--- src/rtl/axi_wr_arbiter.sv ---
// Round-robin arbiter sharing one AXI write port (AW/W/B) among NUM_M masters.
// Ports: clk/reset, packed per-master s_* (slice i = master i), shared m_*, grant, len_err.
module axi_wr_arbiter #(
  parameter int NUM_M      = 2,
  parameter int ID_WIDTH   = 4,
  parameter int ADDR_WIDTH = 32,
  parameter int DATA_WIDTH = 32,
  parameter int STRB_WIDTH = DATA_WIDTH/8
) (
  input  logic                         clk,
  input  logic                         reset,
  input  logic [NUM_M*ID_WIDTH-1:0]    s_awid,
  input  logic [NUM_M*ADDR_WIDTH-1:0]  s_awaddr,
  input  logic [NUM_M*8-1:0]           s_awlen,
  input  logic [NUM_M-1:0]             s_awvalid,
  output logic [NUM_M-1:0]             s_awready,
  input  logic [NUM_M*DATA_WIDTH-1:0]  s_wdata,
  input  logic [NUM_M*STRB_WIDTH-1:0]  s_wstrb,
  input  logic [NUM_M-1:0]             s_wlast,
  input  logic [NUM_M-1:0]             s_wvalid,
  output logic [NUM_M-1:0]             s_wready,
  output logic [NUM_M*ID_WIDTH-1:0]    s_bid,
  output logic [NUM_M*2-1:0]           s_bresp,
  output logic [NUM_M-1:0]             s_bvalid,
  input  logic [NUM_M-1:0]             s_bready,
  output logic [ID_WIDTH-1:0]          m_awid,
  output logic [ADDR_WIDTH-1:0]        m_awaddr,
  output logic [7:0]                   m_awlen,
  output logic                         m_awvalid,
  input  logic                         m_awready,
  output logic [DATA_WIDTH-1:0]        m_wdata,
  output logic [STRB_WIDTH-1:0]        m_wstrb,
  output logic                         m_wlast,
  output logic                         m_wvalid,
  input  logic                         m_wready,
  input  logic [ID_WIDTH-1:0]          m_bid,
  input  logic [1:0]                   m_bresp,
  input  logic                         m_bvalid,
  output logic                         m_bready,
  output logic [NUM_M-1:0]             grant,
  output logic [NUM_M-1:0]             len_err
);

  localparam int GW = (NUM_M > 1) ? $clog2(NUM_M) : 1;

  typedef enum logic [1:0] {
    IDLE,
    ADDR,
    DATA,
    RESP
  } state_t;

  state_t           r_state;
  state_t           w_state_nx;
  logic [GW-1:0]    r_g;
  logic [GW-1:0]    r_last;
  logic [7:0]       r_cnt;
  logic [7:0]       r_len;
  logic [NUM_M-1:0] r_grant;
  logic [NUM_M-1:0] r_len_err;

  logic [GW-1:0]    w_hi;
  logic [GW-1:0]    w_lo;
  logic             w_hi_v;
  logic             w_lo_v;
  logic             w_any;
  logic [GW-1:0]    w_pick;
  logic [NUM_M-1:0] w_onehot;
  logic             w_w_hs;
  logic             w_b_hs;
  logic             w_at_end;

  // Circular priority: lowest index above r_last wins,
  // else wrap to the lowest index at or below r_last.
  always_comb begin
    w_hi   = '0;
    w_lo   = '0;
    w_hi_v = 1'b0;
    w_lo_v = 1'b0;
    for (int i = NUM_M-1; i >= 0; i--) begin
      if (s_awvalid[i]) begin
        if (i > int'(r_last)) begin
          w_hi   = GW'(i);
          w_hi_v = 1'b1;
        end else begin
          w_lo   = GW'(i);
          w_lo_v = 1'b1;
        end
      end
    end
  end

  assign w_any  = w_hi_v | w_lo_v;
  assign w_pick = w_hi_v ? w_hi : w_lo;

  always_comb begin
    w_onehot = '0;
    for (int i = 0; i < NUM_M; i++) begin
      w_onehot[i] = (GW'(i) == w_pick);
    end
  end

  assign w_at_end = (r_cnt == r_len);
  assign w_w_hs   = (r_state == DATA) & s_wvalid[r_g] & m_wready;
  assign w_b_hs   = (r_state == RESP) & m_bvalid & s_bready[r_g];

  always_comb begin
    w_state_nx = r_state;
    unique case (r_state)
      IDLE: if (w_any) w_state_nx = ADDR;
      ADDR: if (m_awready) w_state_nx = DATA;
      DATA: if (w_w_hs && w_at_end) w_state_nx = RESP;
      RESP: if (w_b_hs) w_state_nx = IDLE;
      default: w_state_nx = IDLE;
    endcase
  end

  always_ff @(posedge clk) begin
    if (!reset) begin
      r_state   <= IDLE;
      r_g       <= '0;
      r_last    <= GW'(NUM_M-1);
      r_cnt     <= '0;
      r_len     <= '0;
      r_grant   <= '0;
      r_len_err <= '0;
    end else begin
      r_state <= w_state_nx;
      unique case (r_state)
        IDLE: begin
          if (w_any) begin
            r_g     <= w_pick;
            r_grant <= w_onehot;
          end
        end
        ADDR: begin
          if (m_awready) begin
            r_len <= s_awlen[r_g*8 +: 8];
            r_cnt <= '0;
          end
        end
        DATA: begin
          if (w_w_hs) begin
            r_cnt <= r_cnt + 8'd1;
            // burst length follows AWLEN; a wrong WLAST is only flagged
            if (s_wlast[r_g] != w_at_end) begin
              r_len_err[r_g] <= 1'b1;
            end
          end
        end
        RESP: begin
          if (w_b_hs) begin
            r_last  <= r_g;
            r_grant <= '0;
          end
        end
        default: ;
      endcase
    end
  end

  always_comb begin
    s_awready = '0;
    s_wready  = '0;
    s_bvalid  = '0;
    s_bid     = '0;
    s_bresp   = '0;
    m_awid    = '0;
    m_awaddr  = '0;
    m_awlen   = '0;
    m_awvalid = 1'b0;
    m_wdata   = '0;
    m_wstrb   = '0;
    m_wlast   = 1'b0;
    m_wvalid  = 1'b0;
    m_bready  = 1'b0;
    unique case (r_state)
      ADDR: begin
        m_awvalid      = 1'b1;
        m_awid         = s_awid[r_g*ID_WIDTH +: ID_WIDTH];
        m_awaddr       = s_awaddr[r_g*ADDR_WIDTH +: ADDR_WIDTH];
        m_awlen        = s_awlen[r_g*8 +: 8];
        s_awready[r_g] = m_awready;
      end
      DATA: begin
        m_wvalid      = s_wvalid[r_g];
        m_wdata       = s_wdata[r_g*DATA_WIDTH +: DATA_WIDTH];
        m_wstrb       = s_wstrb[r_g*STRB_WIDTH +: STRB_WIDTH];
        m_wlast       = w_at_end;
        s_wready[r_g] = m_wready;
      end
      RESP: begin
        m_bready                        = s_bready[r_g];
        s_bvalid[r_g]                   = m_bvalid;
        s_bid[r_g*ID_WIDTH +: ID_WIDTH] = m_bid;
        s_bresp[r_g*2 +: 2]             = m_bresp;
      end
      default: ;
    endcase
  end

  assign grant   = r_grant;
  assign len_err = r_len_err;

endmodule
--- config.mk ---
export PLATFORM = sky130hd
export DESIGN_NAME = axi_wr_arbiter
export DESIGN_NICKNAME = d
export VERILOG_FILES = /design/src/rtl/axi_wr_arbiter.sv
export SDC_FILE = /design/constraint.sdc
export NUM_CORES = 1
export LEC_CHECK = 0
export CORE_AREA = 5 5 108 110
export DETAILED_ROUTE_END_ITERATION = 16
export DIE_AREA = 0 0 113 115
export PLACE_DENSITY_LB_ADDON = 0.1
export SLEW_MARGIN = 20
export SYNTH_ARGS = -nofsm -noshare
export SYNTH_HDL_FRONTEND = slang
export SYNTH_SLANG_ARGS = --single-unit
--- constraint.sdc ---
create_clock -name clk -period 1.8 [get_ports clk]
set_input_delay 0.18 -clock clk [delete_from_list [all_inputs] [get_ports clk]]
set_output_delay 0.18 -clock clk [all_outputs]
set_load 0.01 [all_outputs]
Word-level counts from Yosys, hierarchy flattened
Cells that the tools add are included.

Logic and storage cells: 95. Bits in registers: 24.

Muxes and demuxes: 39. Shift-type cells: 9. Equal/unequal tests: 10. Bitwise operators: 12. $lt $le $gt $ge: 3. $add $sub $neg: 3. Reductions and logical operators: 12.

Operators with widths (count): $shiftx A64 B7 Y32 (2); $mux W32 (2); $neg A2 Y34 (1); $neg A3 Y34 (1); $shift A2 B34 Y4 const A (1); $shift A4 B34 Y8 const A (1); $shiftx A2 B34 Y4 (1); $shiftx A4 B34 Y8 (1); $mux W8 (4); $mux W1 (18); $mux W2 (8); $pmux W8 S2 (1); $shiftx A16 B5 Y8 (1); $shiftx A8 B4 Y4 (2); $mux W4 (3); $reduce_and A3 Y1 (3); $add A8 B1 Y8 const B (1); $and A8 B8 Y8 (1); $eq A8 B8 Y1 (1); $ne A2 B2 Y1 const B (4); $pmux W2 S4 (1); $and A2 B2 Y2 (3); $reduce_and A2 Y1 (3); $and A1 B1 Y1 (4); other kinds (17) (20).

Longest topological paths before layout
Gate-level depths: netlist of run 1.

Depth in word-level cells: 8. Depth in mapped cells: 8. Mapped depth without buffers: 7.

Least setup slack after synthesis of run 1
No wires, ideal clock.

Path type: flip-flop to flip-flop. Start: reg r_state[1]. End: reg r_state[0]. Data arrival time: 1610 ps. Cell stages (with the launch flop): 9. Period minus slack after synthesis: 1728 ps. Slack: 72 ps. Setup time: 119 ps. Path buffers: 1. Required time: 1681 ps. Path through: dfxtp_1 -> inv_1 -> ha_1 -> nand2b_1 -> buf_6 -> a21boi_1 -> and4_1 -> a21bo_1 -> o221a_1.

Word-level cells in the longest chain between the ends: 6. Elaborated cells between the ends (all ways): 15. Classes of those cells: 7 x eq/ne; 1 x mux; 4 x bitwise; 3 x reduce/logical.

Ends and longest elaborated chain: from (decl) (RTL line 53) `state_t r_state;`; from (signal assigned) (RTL line 128) `r_state <= w_state_nx;`; $eq A2 B2 Y1 (RTL line 104, 109); $and A1 B1 Y1 (2 in series) (RTL line 104) `assign w_w_hs = (r_state == DATA) & s_wvalid[r_g] & m_wready;`; $logic_and A1 B1 Y1 (RTL line 112) `DATA: if (w_w_hs && w_at_end) w_state_nx = RESP;`; $ne A2 B1 Y1 (no source line); $reduce_and A4 Y1 (no source line).

Several ways; a longest one is shown, not always the timed one. A chain may end at the register's enable or synchronous reset.

Worst setup path in the final report of run 1
Start: reg r_g. End: out m_awlen[3].

Word-level cells in the longest chain between the ends: 2.

Ends and longest elaborated chain: from (decl) (RTL line 55) `logic [GW-1:0] r_g;`; from (signal assigned) (RTL line 132) `r_g <= w_pick;`; $shiftx A16 B5 Y8 (RTL line 182) `m_awlen = s_awlen[r_g*8 +: 8];`; $mux W8 (RTL line 177) `unique case (r_state)`; to (decl) (RTL line 28) `output logic [7:0] m_awlen,`.

Every way passes these cells.

==> results of run 1 <==
-- Yosys cell counts --
cell type	instances
xnor2_1	10
and3_1	10
nand4_1	6
nand4b_1	3
nand2b_1	1
nand2_1	23
o21ai_0	2
a21bo_1	1
and2b_1	1
nor2_1	58
a21boi_1	1
buf_6	2
o211a_1	8
nand3b_1	1
clkbuf_1	12
o21ai_1	2
buf_2	11
mux2i_1	83
a21oi_1	1
a21boi_0	2
dfxtp_1	24
o221a_1	1
and2_1	11
inv_2	1
and4_1	2
inv_1	3
nor2b_1	41
a22oi_1	1
mux2i_2	2
ha_1	5
nand3_1	3
o22ai_2	1
xor2_1	7
-- cell families after synthesis --
| group | after synthesis | share of synthesized area |
|---|---|---|
| compound gates | 20 | 0.0633 |
| xor+xnor | 17 | 0.0558 |
| fa+ha+maj | 5 | 0.0235 |
| simple gates | 160 | 0.304 |
| buf+inv | 29 | 0.0516 |
| mux | 85 | 0.322 |
| flops | 24 | 0.180 |
-- metal layers --
layer,global-route usage,routed length (um),up-vias
met5,0,21,-
li1,-,-,1770
met3,0.0479,971,10
met1,0.263,6160,1660
met4,0.0256,63,4
met2,0.378,7430,119
-- flip-flops by register name, summed over array words and instances, names as in the netlist --
signal,cells
r_g,1
r_state,2
r_cnt,8
r_len,8
grant,2
len_err,2
r_last,1
-- where the power goes --
group	leakage [nW]	internal [W]	switching (W)	total, W
Clock	0.0228	0.000158	0.000162	0.000320
Sequential	0.197	0.000636	0.0000941	0.000730
Combinational	2.58	0.00196	0.00164	0.00359
-- through the flow --
step / setup TNS, ns / instances / setup WS (ns) / hold WS [ns] / cell area, sq um
finish: 0 / 785 / 0.0301 / 0.472 / 6140
global route: -0.202 / 785 / -0.0500 / 0.514 / 6140
CTS: -0.172 / 783 / -0.165 / 0.480 / 5970
detailed placement: -0.139 / 772 / -0.0178 / 0.458 / 5860
global placement: 0 / 772 / 0.0131 / 0.446 / 5860
floorplan: 0 / 340 / 0.0717 / 0.382 / 2670
-- repair_timing --
item                       4_1_cts  5_1_grt
setup endpoints to repair      103       56
gates resized for setup        126       42
gates cloned                     1        0
hold buffers                     0        0
buffers inserted                 6        3
-- final timing paths --
| kind | start | slack, ns | to |
|---|---|---|---|
| min | len_err[0]$_SDFFE_PN0P_ | 0.47 | len_err[0]$_SDFFE_PN0P_ |
| max | r_g$_SDFFE_PN0P_ | 0.03 | m_awlen[3] |
| min reg2reg | len_err[0]$_SDFFE_PN0P_ | 0.47 | len_err[0]$_SDFFE_PN0P_ |
| max reg2reg | r_state[1]$_SDFFE_PN0P_ | 0.08 | r_state[0]$_SDFFE_PN0P_ |
-- final cells by class --
class,count,area (sq um),area share
sequential,24,492,0.0801
multi-input combinational,287,2200,0.359
inverter,4,17.5,0.00285
tap,140,175,0.0285
timing repair buffer,326,3200,0.522
clock buffer,4,45.0,0.00734
-- tightest hold or removal path: cells and delay by family, from the launching register on --
| family | cells | cell delay, ns |
|---|---|---|
| flip-flops | 1 | 0.34 |
| AO/OA/AOI/OAI | 1 | 0.06 |
| AND/OR/NAND/NOR | 1 | 0.05 |
==> flow_metrics.env, run 1 <==
export IMPL_outcome="finished clean"
export IMPL_max_vdd_ir_drop_v=0.000463
export IMPL_ys_ff_latch=24
export IMPL_area_growth_syn_to_layout_pct=130
export IMPL_crit_path_max_incr_delay_ns=0.41
export IMPL_crit_path_end_kind="primary output"
export IMPL_path_buf_inv=2
export IMPL_viasPerCell=4.54
export IMPL_path_cells="bufbuf_16, mux2i_2, nor2_1, dlygate4sd2_1"
export IMPL_powerDensity_nw_per_um2=757
export IMPL_hp_class="reg -> reg"
export IMPL_period_needed_ns=1.77
export IMPL_total_power_w=0.00464
export IMPL_overflow=0
export IMPL_grt_usage=0.210
export IMPL_final_cell_mix="clkdlybuf4s50_1, dlygate4sd2_1, mux2i_1, nor2_1, nor2b_1"
export IMPL_dp_hpwl_mm=12.5
export IMPL_layout_commonest_cell="clkdlybuf4s50_1"
export IMPL_drv_cap=0
export IMPL_cp_start_kind="flip-flop"
export IMPL_antenna_found_initial=2
export IMPL_fp_coreArea_sq_um=10600
export IMPL_drtIter0Drc=151
export IMPL_ys_types=33
export IMPL_gp_congestion=0.910
export IMPL_cts_root_buf="clkbuf_8"
export IMPL_ys_seq_area_frac=0.180
export IMPL_numCtsBuffers=3
export IMPL_crit_cells=4
export IMPL_fin_nets=830
export IMPL_arrival_ns=1.59
export IMPL_synth_warnings=0
export IMPL_yosys_top_cells_area="mux2i_1, dfxtp_1, nor2b_1, nor2_1, xnor2_1"
export IMPL_setup_viol=0
export IMPL_critPathSlowestCell="dfxtp_4"
export IMPL_drt_pre_antenna_iters=4
export IMPL_layout_worst_path_cycle_share=0.983
export IMPL_numClockSinks=24
export IMPL_hold_violations=0
export IMPL_crit_family="buffers and inverters"
export IMPL_power_leakage_nw=2.80
export IMPL_io_pins=285
export IMPL_rsz0062_at_grt="true"
export IMPL_grt_pass1_wl_mm=21.5
export IMPL_syn_area_sq_um=2670
export IMPL_detail_route_antenna_nets=0
export IMPL_num_antenna_cells=0
export IMPL_crit_type="reg -> out"
export IMPL_max_freq_mhz=565
export IMPL_yosys_area_top_type="mux2i_1"
export IMPL_synth_avg_cell_area_sq_um=7.84
export IMPL_die_x_um=113
export IMPL_syn_inst=340
export IMPL_num_vias=3563
export IMPL_dieArea_sq_um=13000
export IMPL_cts_htree_levels=1
export IMPL_r2r_cells=8
export IMPL_whs_path_depth=2
export IMPL_n_fill_cell=988
export IMPL_drcViolationCount=0
export IMPL_clockBufferDepth=2
export IMPL_io_buffer_count=284
export IMPL_worst_pin_slew_ns=0.372
export IMPL_wl_per_cell_um=18.7
export IMPL_tritoncts="done"
export IMPL_start_util=0.251
export IMPL_insertion_delay_ns=0.26
export IMPL_crit_fanout=13
export IMPL_grt_start_max_net_pins=21
export IMPL_syn_nets=524
export IMPL_drv_slew=0
export IMPL_clkSlewWorstSetupHoldPaths_ns=0.08
export IMPL_grt_pass1_vias=3580
export IMPL_drive_gt1_frac=0.121
export IMPL_netlist_area_leader_share=0.312
export IMPL_wirelength_mm=14.7
export IMPL_worst_slew_margin_rel=0.749
export IMPL_rows=38
export IMPL_cp_required_ns=1.62
export IMPL_utilization=0.579
export IMPL_die_h_um=115
export IMPL_clock_skew_ns=0.00263
(Power assumes the default switching activity.)
==> run 2, diff against run 1 <==
- CORE_AREA: 5 5 108 110 -> not set
- CORE_ASPECT_RATIO: not set -> 0.6
- CORE_MARGIN: not set -> 5
- CORE_UTILIZATION: not set -> 29
- DIE_AREA: 0 0 113 115 -> not set
==> run 2 against run 1 <==
The run now ends with negative setup slack left. Non-clock buffer count increased by 1. Clock skew increased by 0.00083 ns. Power increased by 5.5%. Sequential share of layout area decreased by 0.080 points. Global-route usage increased by 2.8 points. Count of clock-buffer cells in the layout unchanged. Cell count decreased by 2.7%.
==> flow_metrics.env, run 2 (synthesis gave the netlist of run 1 again) <==
export IMPL_crit_family="buffers and inverters"
export IMPL_cts_htree_levels=1
export IMPL_drv_slew=0
export IMPL_max_vdd_ir_drop_v=0.000821
export IMPL_clkPwrFrac=0.099
export IMPL_num_vias=3578
export IMPL_p_comb_frac=0.748
export IMPL_power_leakage_nw=2.84
export IMPL_outcome="complete, but fails checks"
export IMPL_layout_setup_ws_ns=-0.00343
export IMPL_dp_hpwl_mm=12.0
export IMPL_place_area_sq_um=5800
export IMPL_io_buffer_count=284
export IMPL_intPower_w=0.00296
export IMPL_share_seq_of_total_power=0.152
export IMPL_clkSlewWorstSetupHoldPaths_ns=0.06
export IMPL_crit_cells=7
export IMPL_worst_pin_slew_ns=0.504
export IMPL_crit_path_end_kind="primary output"
export IMPL_start_util=0.294
export IMPL_max_freq_mhz=555
export IMPL_io_pins=285
export IMPL_pre_cts_ws_ns=-0.0506
export IMPL_critPathSlowestCell="dfxtp_4"
export IMPL_gp_congestion=0.885
export IMPL_timing_rr_end="r_state[0]$_SDFFE_PN0P_"
export IMPL_crit_top_cell="buf_12"
export IMPL_clockBufferDepth=2
export IMPL_p_sw_frac=0.396
export IMPL_wirelength_mm=14.7
export IMPL_worst_slew_margin_rel=0.664
export IMPL_crit_type="reg -> out"
export IMPL_powerDensity_nw_per_um2=792
export IMPL_cp_start_kind="flip-flop"
export IMPL_rsz0062_at_grt="true"
export IMPL_power_switching_w=0.00194
export IMPL_layout_commonest_cell="clkdlybuf4s50_1"
export IMPL_endpoint="m_awid[0]"
export IMPL_drt_pre_antenna_iters=4
export IMPL_final_cell_mix="clkdlybuf4s50_1, mux2i_1, dlygate4sd2_1, nor2_1, nor2b_1"
export IMPL_drive_gt1_frac=0.124
export IMPL_cts_root_buf="clkbuf_16"
export IMPL_viasPerCell=4.68
export IMPL_rows=27
export IMPL_fin_area_sq_um=6180
export IMPL_wl_per_cell_um=19.2
export IMPL_fp_coreArea_sq_um=9050
export IMPL_crit_fanout=9
export IMPL_antenna_found_initial=0
export IMPL_violations="negative setup slack"
export IMPL_arrival_ns=1.62
export IMPL_crit_path_max_incr_delay_ns=0.48
export IMPL_clock_skew_ns=0.00346
export IMPL_drv_cap=0
export IMPL_cts_hold_buf=0
export IMPL_detail_route_antenna_nets=0
export IMPL_r2r_cells=6
export IMPL_drcViolationCount=0
export IMPL_reg_top3="r_cnt (8), r_len (8)"
export IMPL_grt_start_max_net_pins=29
export IMPL_layout_worst_path_cycle_share=1.00
export IMPL_numCtsBuffers=3
export IMPL_cp_required_ns=1.62
export IMPL_area_growth_syn_to_layout_pct=132
export IMPL_path_cells="buf_12, buf_12, buf_8, buf_6, mux2i_1, nor2_1, buf_2"
export IMPL_path_buf_inv=5
export IMPL_insertion_delay_ns=0.25
export IMPL_hold_violations=0
export IMPL_die_x_um=134
export IMPL_setup_worst_path_start="r_g$_SDFFE_PN0P_"
export IMPL_tritoncts="done"
export IMPL_overflow=0
export IMPL_r2r_slack_ns=0.06
export IMPL_r2r_start="r_g$_SDFFE_PN0P_"
export IMPL_hp_class="reg -> reg"
export IMPL_grt_usage=0.238
export IMPL_period_needed_ns=1.80
export IMPL_drtIter0Drc=144
export IMPL_setup_viol=1
export IMPL_grt_pass1_wl_mm=21.2
export IMPL_numClockSinks=24
export IMPL_die_h_um=84.3
export IMPL_grt_pass1_vias=3332
export IMPL_fin_nets=831
export IMPL_dieArea_sq_um=11300
==> run 2: how the worst min path moves through the flow <==
stage / depth (start not counted) / slack (ns) / startpoint / to
5_1_grt: 2 / 0.50 / len_err[0]$_SDFFE_PN0P_ / len_err[0]$_SDFFE_PN0P_
2_1_floorplan: 2 / 0.38 / s_wlast[1] / len_err[1]$_SDFFE_PN0P_
3_3_place_gp: 2 / 0.44 / len_err[0]$_SDFFE_PN0P_ / len_err[0]$_SDFFE_PN0P_
6_report: 2 / 0.45 / len_err[1]$_SDFFE_PN0P_ / len_err[1]$_SDFFE_PN0P_
3_5_place_dp: 2 / 0.45 / len_err[1]$_SDFFE_PN0P_ / len_err[1]$_SDFFE_PN0P_
4_1_cts: 2 / 0.46 / len_err[1]$_SDFFE_PN0P_ / len_err[1]$_SDFFE_PN0P_
==> run 2: stage by stage <==
stage          total power, W   util  hold slack, ns  cells  setup TNS [ns]
3_3_place_gp          0.00424  0.641           0.440    742         -0.0264
2_1_floorplan         0.00235      -           0.382    340               0
5_1_grt               0.00522  0.682           0.501    762          -0.435
3_5_place_dp          0.00430  0.641           0.450    742          -0.679
6_report              0.00490  0.683           0.453    764        -0.00343
4_1_cts               0.00471  0.664           0.459    755          -0.952
==> run 2: area by class of cell <==
class                      count  area, sq um
timing repair buffer         327         3250
fill                         794         2870
antenna                        2         5.00
clock buffer                   4         78.8
sequential                    24          490
inverter                       4         20.0
tap                          116          145
multi-input combinational    287         2190
==> run 2: power by group through the flow <==
| stage | Sequential (W) | Combinational (W) | Clock, W |
|---|---|---|---|
| global route | 0.000759 | 0.00393 | 0.000524 |
| finish | 0.000746 | 0.00367 | 0.000487 |
| CTS | 0.000738 | 0.00348 | 0.000496 |
| floorplan | 0.000698 | 0.00166 | 0 |
| global placement | 0.000726 | 0.00352 | 0 |
| detailed placement | 0.000729 | 0.00357 | 0 |
==> run 2: layer usage <==
| metal | wire length, um | vias up | global-route usage |
|---|---|---|---|
| met5 | 0 | - | 0 |
| met4 | 174 | 0 | 0.0271 |
| met3 | 952 | 16 | 0.0515 |
| met2 | 7290 | 121 | 0.421 |
| met1 | 6250 | 1658 | 0.307 |
| li1 | - | 1783 | - |
==> run 2: what timing repair did <==
| action | CTS | global route |
|---|---|---|
| setup endpoints to repair | 102 | 64 |
| resized for setup | 140 | 44 |
| buffers inserted | 8 | 7 |
| cloned | 2 | 2 |
| pin swaps | 1 | 4 |
==> run 2: worst register-to-register path, cell delays in order (launching register included) <==
cell,delay [ns]
dfxtp_4,0.48
buf_4,0.18
mux2i_4,0.29
nor2_1,0.12
and4_1,0.16
a21bo_1,0.18
o221a_1,0.21
